$ cat src/rtl/pcm_rom_cache_pkg.sv
// Shared types and address-geometry helpers for the PCM ROM line cache.
// Geometry depends on LINES, the number of direct-mapped 64-bit lines.
package pcm_rom_cache_pkg;

    localparam int unsigned ADDR_W = 18;
    localparam int unsigned LINE_W = 64;
    localparam int unsigned BYTE_W = 8;
    localparam int unsigned OFF_W  = 3;

    typedef enum logic [1:0] {
        ST_IDLE    = 2'd0,
        ST_FETCH   = 2'd1,
        ST_RESPOND = 2'd2
    } state_t;

    // Index and tag widths follow from the line count.
    function automatic int unsigned idx_w(input int unsigned lines);
        return $clog2(lines);
    endfunction

    function automatic int unsigned tag_w(input int unsigned lines);
        return ADDR_W - OFF_W - idx_w(lines);
    endfunction

    // Little-endian byte pick: byte n sits in bits [8n+7:8n].
    function automatic logic [BYTE_W-1:0] line_byte(input logic [LINE_W-1:0] line,
                                                    input logic [OFF_W-1:0]  off);
        return line[{off, 3'b000} +: BYTE_W];
    endfunction

endpackage

$ cat src/rtl/pcm_line_store.sv
// Data/tag array for the PCM cache.
// A write is registered on the clock edge; the read is combinational.
module pcm_line_store
    import pcm_rom_cache_pkg::*;
#(
    parameter  int unsigned LINES = 4,
    localparam int unsigned IDX_W = idx_w(LINES),
    localparam int unsigned TAG_W = tag_w(LINES)
) (
    input  logic              clk_sys,
    input  logic              wr_en,
    input  logic [IDX_W-1:0]  wr_index,
    input  logic [TAG_W-1:0]  wr_tag,
    input  logic [LINE_W-1:0] wr_line,
    input  logic [IDX_W-1:0]  rd_index,
    output logic [TAG_W-1:0]  rd_tag,
    output logic [LINE_W-1:0] rd_line
);

    logic [LINE_W-1:0] line_mem [LINES];
    logic [TAG_W-1:0]  tag_mem  [LINES];

    // Storage holds no reset state; the parent's valid bits gate every use.
    always_ff @(posedge clk_sys) begin
        if (wr_en) begin
            line_mem[wr_index] <= wr_line;
            tag_mem[wr_index]  <= wr_tag;
        end
    end

    always_comb begin
        rd_tag  = tag_mem[rd_index];
        rd_line = line_mem[rd_index];
    end

endmodule

$ cat src/rtl/pcm_rom_cache.sv
// Direct-mapped byte-read cache in front of the PCM ROM image in DDRAM.
// A hit responds one cycle after the request. A miss fetches one 64-bit line.
module pcm_rom_cache
    import pcm_rom_cache_pkg::*;
#(
    parameter int unsigned LINES = 4
) (
    input  logic              clk_sys,
    input  logic              reset_n,
    input  logic              rd_req,
    input  logic [ADDR_W-1:0] rd_addr,
    output logic [BYTE_W-1:0] rd_data,
    output logic              rd_ready,
    output logic              busy,
    output logic              ddr_req,
    output logic [ADDR_W-1:0] ddr_addr,
    input  logic              ddr_ready,
    input  logic [LINE_W-1:0] ddr_data,
    input  logic              invalidate
);

    localparam int unsigned IDX_W = idx_w(LINES);
    localparam int unsigned TAG_W = tag_w(LINES);

    state_t            state;
    logic [ADDR_W-1:0] req_addr;
    logic [LINES-1:0]  valid;

    logic [IDX_W-1:0]  lookup_index_c;
    logic [TAG_W-1:0]  lookup_tag_c;
    logic [IDX_W-1:0]  fill_index_c;
    logic [TAG_W-1:0]  fill_tag_c;
    logic [TAG_W-1:0]  line_tag_c;
    logic [LINE_W-1:0] line_data_c;
    logic              hit_c;
    logic              fill_c;

    always_comb begin
        lookup_index_c = rd_addr[OFF_W +: IDX_W];
        lookup_tag_c   = rd_addr[ADDR_W-1 -: TAG_W];
        fill_index_c   = req_addr[OFF_W +: IDX_W];
        fill_tag_c     = req_addr[ADDR_W-1 -: TAG_W];
        // A concurrent invalidate forces a miss so no stale line is served.
        hit_c          = valid[lookup_index_c] && (line_tag_c == lookup_tag_c) && !invalidate;
        fill_c         = (state == ST_FETCH) && ddr_ready;
    end

    pcm_line_store #(
        .LINES (LINES)
    ) u_line_store (
        .clk_sys  (clk_sys),
        .wr_en    (fill_c),
        .wr_index (fill_index_c),
        .wr_tag   (fill_tag_c),
        .wr_line  (ddr_data),
        .rd_index (lookup_index_c),
        .rd_tag   (line_tag_c),
        .rd_line  (line_data_c)
    );

    // Invalidate wins over a fill, leaving the just-written line unusable.
    always_ff @(posedge clk_sys or negedge reset_n) begin
        if (!reset_n) begin
            valid <= '0;
        end else if (invalidate) begin
            valid <= '0;
        end else if (fill_c) begin
            valid[fill_index_c] <= 1'b1;
        end
    end

    always_ff @(posedge clk_sys or negedge reset_n) begin
        if (!reset_n) begin
            state    <= ST_IDLE;
            req_addr <= '0;
            rd_data  <= '0;
            rd_ready <= 1'b0;
            busy     <= 1'b0;
            ddr_req  <= 1'b0;
            ddr_addr <= '0;
        end else begin
            case (state)
                ST_IDLE: begin
                    if (rd_req) begin
                        req_addr <= rd_addr;
                        busy     <= 1'b1;
                        if (hit_c) begin
                            state    <= ST_RESPOND;
                            rd_ready <= 1'b1;
                            rd_data  <= line_byte(line_data_c, rd_addr[OFF_W-1:0]);
                        end else begin
                            state    <= ST_FETCH;
                            ddr_req  <= 1'b1;
                            ddr_addr <= {rd_addr[ADDR_W-1:OFF_W], OFF_W'(0)};
                        end
                    end
                end

                ST_FETCH: begin
                    ddr_req <= 1'b0;
                    if (ddr_ready) begin
                        state    <= ST_RESPOND;
                        rd_ready <= 1'b1;
                        rd_data  <= line_byte(ddr_data, req_addr[OFF_W-1:0]);
                    end
                end

                ST_RESPOND: begin
                    state    <= ST_IDLE;
                    rd_ready <= 1'b0;
                    busy     <= 1'b0;
                end

                default: begin
                    state    <= ST_IDLE;
                    rd_ready <= 1'b0;
                    busy     <= 1'b0;
                    ddr_req  <= 1'b0;
                end
            endcase
        end
    end

endmodule

$ cat config.mk
export PLATFORM = sky130hd
export DESIGN_NAME = pcm_rom_cache
export DESIGN_NICKNAME = d
export VERILOG_FILES = /design/src/rtl/pcm_rom_cache_pkg.sv /design/src/rtl/pcm_line_store.sv /design/src/rtl/pcm_rom_cache.sv
export SDC_FILE = /design/constraint.sdc
export NUM_CORES = 1
export LEC_CHECK = 0
export BUFFER_PORTS_ARGS = -buffer_cell sky130_fd_sc_hd__buf_2
export CORE_ASPECT_RATIO = 0.8
export CORE_MARGIN = 2
export CORE_UTILIZATION = 40
export CTS_CLUSTER_DIAMETER = 80
export DETAILED_ROUTE_END_ITERATION = 8
export GPL_TIMING_DRIVEN = 0
export PLACE_DENSITY = 0.62
export SYNTH_ARGS = -nofsm -noshare
export SYNTH_HDL_FRONTEND = slang
export SYNTH_HIERARCHICAL = 1
export SYNTH_SLANG_ARGS = --single-unit
export TNS_END_PERCENT = 50
$ cat constraint.sdc
create_clock -name clk_sys -period 6.8 [get_ports clk_sys]
set_input_delay 0.68 -clock clk_sys [delete_from_list [all_inputs] [get_ports clk_sys]]
set_output_delay 0.68 -clock clk_sys [all_outputs]
set_load 0.01 [all_outputs]
# [After elaboration in Yosys (flattened, before gate mapping)]
# Memory sizes are Yosys's and may differ from the RTL's.
# Index checks and enable logic that the tools add are counted.
[word_totals] ff_bits=50 ramBits=308 output_inout_bits=29 memories=2
[op_classes] order_cmp=3 eq_ne=7 shift=2 mux=25 bitwise=4 n_reduce_logical=15
[memory_table] memory="u_line_store.line_mem" depth=4 width=64 read_ports=1 rd_ports_with_merged_regs=0 write_ports=1 line="pcm_line_store.sv:20" source="logic [LINE_W-1:0] line_mem [LINES];"
[memory_table] memory="u_line_store.tag_mem" depth=4 width=13 read_ports=1 rd_ports_with_merged_regs=0 write_ports=1 line="pcm_line_store.sv:21" source="logic [TAG_W-1:0] tag_mem [LINES];"
[ops] op="$shiftx 64x7->8" count=2
[ops] op="$mux 8" count=3
[ops] op="$pmux 8 s2" count=1
[ops] op="$eq 13x13->1" count=1
[ops] op="$mux 1" count=10
[ops] op="$reduce_and 3->1" count=3
[ops] op="$mux 4" count=2
[ops] op="$ne 2x2->1 const B" count=4
[ops] op="$lt 2x3->1 const B" count=2
[ops] op="$mux 2" count=3
[ops] op="$pmux 1 s2" count=3
[ops] op="$reduce_and 2->1" count=3
[ops] op="$logic_and 1x1->1" count=4
[ops] op="$or 4x4->4" count=1
[ops] op="$pmux 2 s2" count=1
[ops] op="$reduce_and 4->1" count=1
[ops] op="$reduce_bool 2->1" count=2
[ops] op="$not 1->1" count=3
[ops] op="$bmux 1 s2" count=1
[ops] op="$demux 1 s2" count=1
[ops] op="$eq 2x1->1 const B" count=1
[ops] op="$eq 2x2->1 const B" count=1
[ops] op="$ge 2x1->1 const B" count=1
[ops] op="$logic_not 2->1" count=1
[ops] op="$logic_not 1->1" count=1

# [Logic depth before layout (Yosys ltp)]
[logic_depth] depth_word=7 ltp_mapped=9 depth_no_buf=6

# [By module]
# Netlist, hierarchy kept.
[by_module_without_submodules] module="pcm_line_store" n_inst=1 cells_per_inst=407 area_per_inst_um2=11175.7
[by_module_without_submodules] module="pcm_rom_cache" n_inst=1 cells_per_inst=226 area_per_inst_um2=3130.5

# [Worst setup path before layout]
# OpenSTA, ideal clock, no wires.
[synth_timing] path_kind="reg-to-reg" from="register state[1]" to="memory u_line_store.line_mem[0][0] (enable)" setup_time_ns=0.623 arrival_time_ns=6.897 required_ns=6.177 slack_ns=-0.720 stages_incl_launch_ff=7 n_path_buf=2 cell_sequence="dfrtp_1 nor2b_1 clkbuf_1 clkbuf_1 nand2_1 inv_1 nor3b_1"
[synth_between] elab_chain_cells=4
[synth_rtl] item="start, declared" line="pcm_rom_cache.sv:25" source="state_t state;"
[synth_rtl] item="start signal, assigned" line="pcm_rom_cache.sv:74" source="state <= ST_IDLE;"
[synth_rtl] item="start signal, assigned" line="pcm_rom_cache.sv:88" source="state <= ST_RESPOND;"
[synth_rtl] item="start signal, assigned" line="pcm_rom_cache.sv:92" source="state <= ST_FETCH;"
[synth_rtl] item="$eq 2x1->1" line="pcm_rom_cache.sv:45" source="fill_c = (state == ST_FETCH) && ddr_ready;"
[synth_rtl] item="$logic_and 1x1->1" line="pcm_rom_cache.sv:45"
[synth_rtl] item="via fill_c" line="pcm_rom_cache.sv:36" source="logic fill_c;"
[synth_rtl] item="$mux 1" line="pcm_line_store.sv:25" source="if (wr_en) begin"
[synth_rtl] item="$mux 1 (implied by the code)" line="pcm_line_store.sv:26" source="line_mem[wr_index] <= wr_line;"
[synth_rtl] item="end, declared" line="pcm_line_store.sv:20"
# The timed path passes the listed nets, and every way through them passes these cells.

# [Worst setup path in the final report]
[layout_timing] from="input rd_addr[4]" to="register ddr_addr[17]"
[layout_between] elab_chain_cells=6 elab_cells_between_ends=8 classes_between="eq/ne (1); mux (2); bitwise (1); reduce/logical (3); memory (1)"
[layout_rtl] item="start, declared" line="pcm_rom_cache.sv:11" source="input logic [ADDR_W-1:0] rd_addr,"
[layout_rtl] item="$mem_v2 4x13"
[layout_rtl] item="via line_tag_c[6]" line="pcm_rom_cache.sv:33" source="logic [TAG_W-1:0] line_tag_c;"
[layout_rtl] item="$eq 13x13->1" line="pcm_rom_cache.sv:44" source="hit_c = valid[lookup_index_c] && (line_tag_c == lookup_tag_c) && !invalidate;"
[layout_rtl] item="$logic_and 1x1->1 (2 in a row)" line="pcm_rom_cache.sv:44"
[layout_rtl] item="$not 1->1 (no source line)"
[layout_rtl] item="$reduce_and 3->1 (no source line)"
[layout_rtl] item="end signal, assigned" line="pcm_rom_cache.sv:94" source="ddr_addr <= {rd_addr[ADDR_W-1:OFF_W], OFF_W'(0)};"
[layout_rtl] item="end, declared" line="pcm_rom_cache.sv:16" source="output logic [ADDR_W-1:0] ddr_addr,"
# The timed path passes the listed nets, and every way through them passes these cells. The select of a mux whose other input is x is not followed.
# A chain may end at the register's enable or synchronous reset.

==> results.md <==
- Run status: completed
- Worst-path fanout max: 10
- Leak: roughly 5.7 nW
- Share of cells above drive strength 1: 0.426
- Register Area: between 10,000 and 15,000 um2
- Fin cells: between 1,000 and 1,500
- Synth Instances: ~630
- Postcts setup bufs: 0
- Overall Global Routing Usage: 0.164
- YS warnings: 6
- Main synth FF type: edfxtp_1
- WP data arrival: around 3.8 ns
- WL/cell: between 20 and 25 um
- CTS max path bufs: 3
- Fmax: approximately 290 MHz
- Skew-Pair Late Insertion Delay: 0.52 ns
- Clk_skew: between 0.01 and 0.015 ns
- CTS sink cnt: roughly 360
- Post-synthesis simple-gate area fraction: 0.0150
- CTS Buf Count: 38
- Slew headroom: 0.202
- First-pass GRT wire length: about 46 mm
- Drt pass-1 iters: 4
- DRC marker count from the first detailed-route iteration: approximately 530
- Area Overhead vs Synth: 17.5%
- WL final: around 30 mm
- Core Region: between 30,000 and 40,000 um2
- Max-capacitance violation count: 0
- Post-synthesis mux area share: 0.211
- Synth Area in Compound Gates: 0.0150
- Fin Setup TNS: 0 ns
- Maximum vdd drop: 0.000281 V
- Minimum clock period: ~3.4 ns
- GR peak layer: met2
- Hold/Removal Path Class: in -> reg
- Hold_buf cts: 0
- Cts repair resizes: 0
- GR Overflow Total: 0
- Vias in the first global route: 7,046
- Vias per cell: about 5.3
- Final nets: 880
- Register area share after synthesis: 0.734
- Synth area leaders: edfxtp_1 (65%), mux4_2 (17%), dfrtp_1 (8.7%)
- RSZ-0062 raised after global routing: no
- Final hold vios: 0
- Top cells by count, synth: edfxtp_1 (308), mux4_2 (110), dfrtp_1 (50)
- Min Hold Slack: between 0.3 and 0.4 ns
- Adder-cell area share of the yosys netlist: 0
- Area share of xor/xnor cells in the synthesized design: 0.00612
- Synth top area share: 0.646
- DP HPWL: between 15 and 20 mm
- GR Util met3: 0.0336
- Die Y: between 150 and 200 um
- Slew @ Worst Pin: about 1.2 ns
- Vias: between 6,000 and 7,000
- Setup CP Type: in -> reg
- H-tree depth: 2
- DRC violations left: 0
- Largest net degree at the start of global routing: just over 50
- Root Driver: clkbuf_16
- Initial antenna violation count: 6
- Number of buffers added on ports: 110
- Die ar.: around 37,000 um2
- Worst setup SP type: primary input
- Setup Viol. Count Final: 0
- CTS tree: yes
- Die Wd: 215 um
- Netlist cell types: 35
- Worst Setup End Kind: flip-flop
- PD cells: 341 nW/um2
- Util after Layout: 0.480
- Placed Cells incl. Taps: roughly 1,200
- Area occupied by multi-input gates: around 3600 um2
- Most frequent cell after synthesis: edfxtp_1
- Post-Syn Area: around 14,000 um2
- Routability cong.: between 0.7 and 0.8
- Filler Cells Inserted: about 2,900
- Antenna viol nets, final: 0
- Synth area leader: edfxtp_1
- Tcrit/Tclk final: 0.506
- Data required, critical path: between 7 and 8 ns
- Met1 usage: 0.237
- I/O pins: approximately 120
- Avg Cell Area, Syn: ~23 um2
- Post-synth EDFFs: 308
- Row cnt: between 60 and 70
- Met2 usage: 0.258
- Yosys reg bits: roughly 360
- Clock slew seen by the registers of the worst setup and hold paths: about 0.06 ns
- Largest family of logic cells by synthesized area: multiplexers
- Ys async rst share: 0.140
- Starting Density: 0.408
- Fin. max-slew vios: 0
## metrics by stage
step,power (mW),area (um2),worst slack [ns]
global placement,3.83,15500,-0.932
CTS,5.80,16800,3.35
floorplan,3.47,14300,2.00
global route,5.96,16800,3.12
finish,5.73,16800,3.36
detailed placement,3.86,15600,2.82
## cell usage in the layout (no fill, tap or decap), types with 5 or more instances in the layout
cell,count
nor2b_1,10
a211oi_1,8
clkbuf_1,21
buf_12,7
edfxtp_1,308
clkinv_1,9
inv_1,5
mux2_2,41
clkinv_2,5
buf_4,8
mux2i_1,8
clkbuf_16,39
xor2_1,10
a21oi_1,12
nor2_1,8
buf_2,119
dfrtp_1,50
mux4_2,110
## final timing paths
path | startpoint | end | slack, ns | cells past startpoint
worst max-delay path | rd_addr[4] | ddr_addr[17] | 3.36 | 10
worst min-delay path | invalidate | valid[2] | 0.39 | 2
worst max register to register | state[0] | u_line_store/line_mem[0][43] | 3.36 | 8
worst min register to register | ddr_addr[10] | ddr_addr[10] | 0.50 | 1
max in group asynchronous | reset_n | rd_data[0] | 5.64 | 1
min in group asynchronous | reset_n | ddr_addr[11] | 0.41 | 1
## cell type report
class                      instances  area share
sequential                       358       0.625
multi-input combinational        236       0.212
clock buffer                      49      0.0609
timing repair buffer             118      0.0423
tap                              472      0.0351
buffer                            36      0.0148
clock inverter                    18     0.00804
inverter                           5     0.00112
antenna                            3    0.000447
## cell families after synthesis
logic type | Yosys count
AO/OA/AOI/OAI | 29
XOR/XNOR | 10
buffers and inverters | 41
flip-flops | 358
multiplexers | 159
other | 1
AND/OR/NAND/NOR | 35
## layer usage
| metal | up-vias | wire length, um |
|---|---|---|
| li1 | 2979 | - |
| met1 | 3578 | 13100 |
| met2 | 206 | 14500 |
| met3 | 49 | 2230 |
| met4 | 8 | 471 |
| met5 | - | 46 |
## registers in the layout, indices dropped and copies added (netlist names)
| name | count |
|---|---|
| req_addr | 18 |
| state | 2 |
| u_line_store/tag_mem | 52 |
| rd_data | 8 |
| rd_ready | 1 |
| u_line_store/line_mem | 256 |
| ddr_addr | 15 |
| busy | 1 |
| valid | 4 |
| ddr_req | 1 |
## power breakdown
group | leakage [nW] | switching [mW] | internal, mW
Clock | 0.565 | 0.796 | 1.14
Sequential | 3.39 | 0.128 | 2.73
Combinational | 1.77 | 0.502 | 0.438
## worst max-delay path: stages
cell and delay (ns):
buf_2 0.14, buf_2 0.16, clkbuf_1 0.53, mux4_2 0.44, xor2_1 0.18, nor4_1 0.32
nand4_1 0.29, o21ai_2 0.46, buf_4 0.28, mux2_2 0.35
Power figures use the tool's default switching activity.
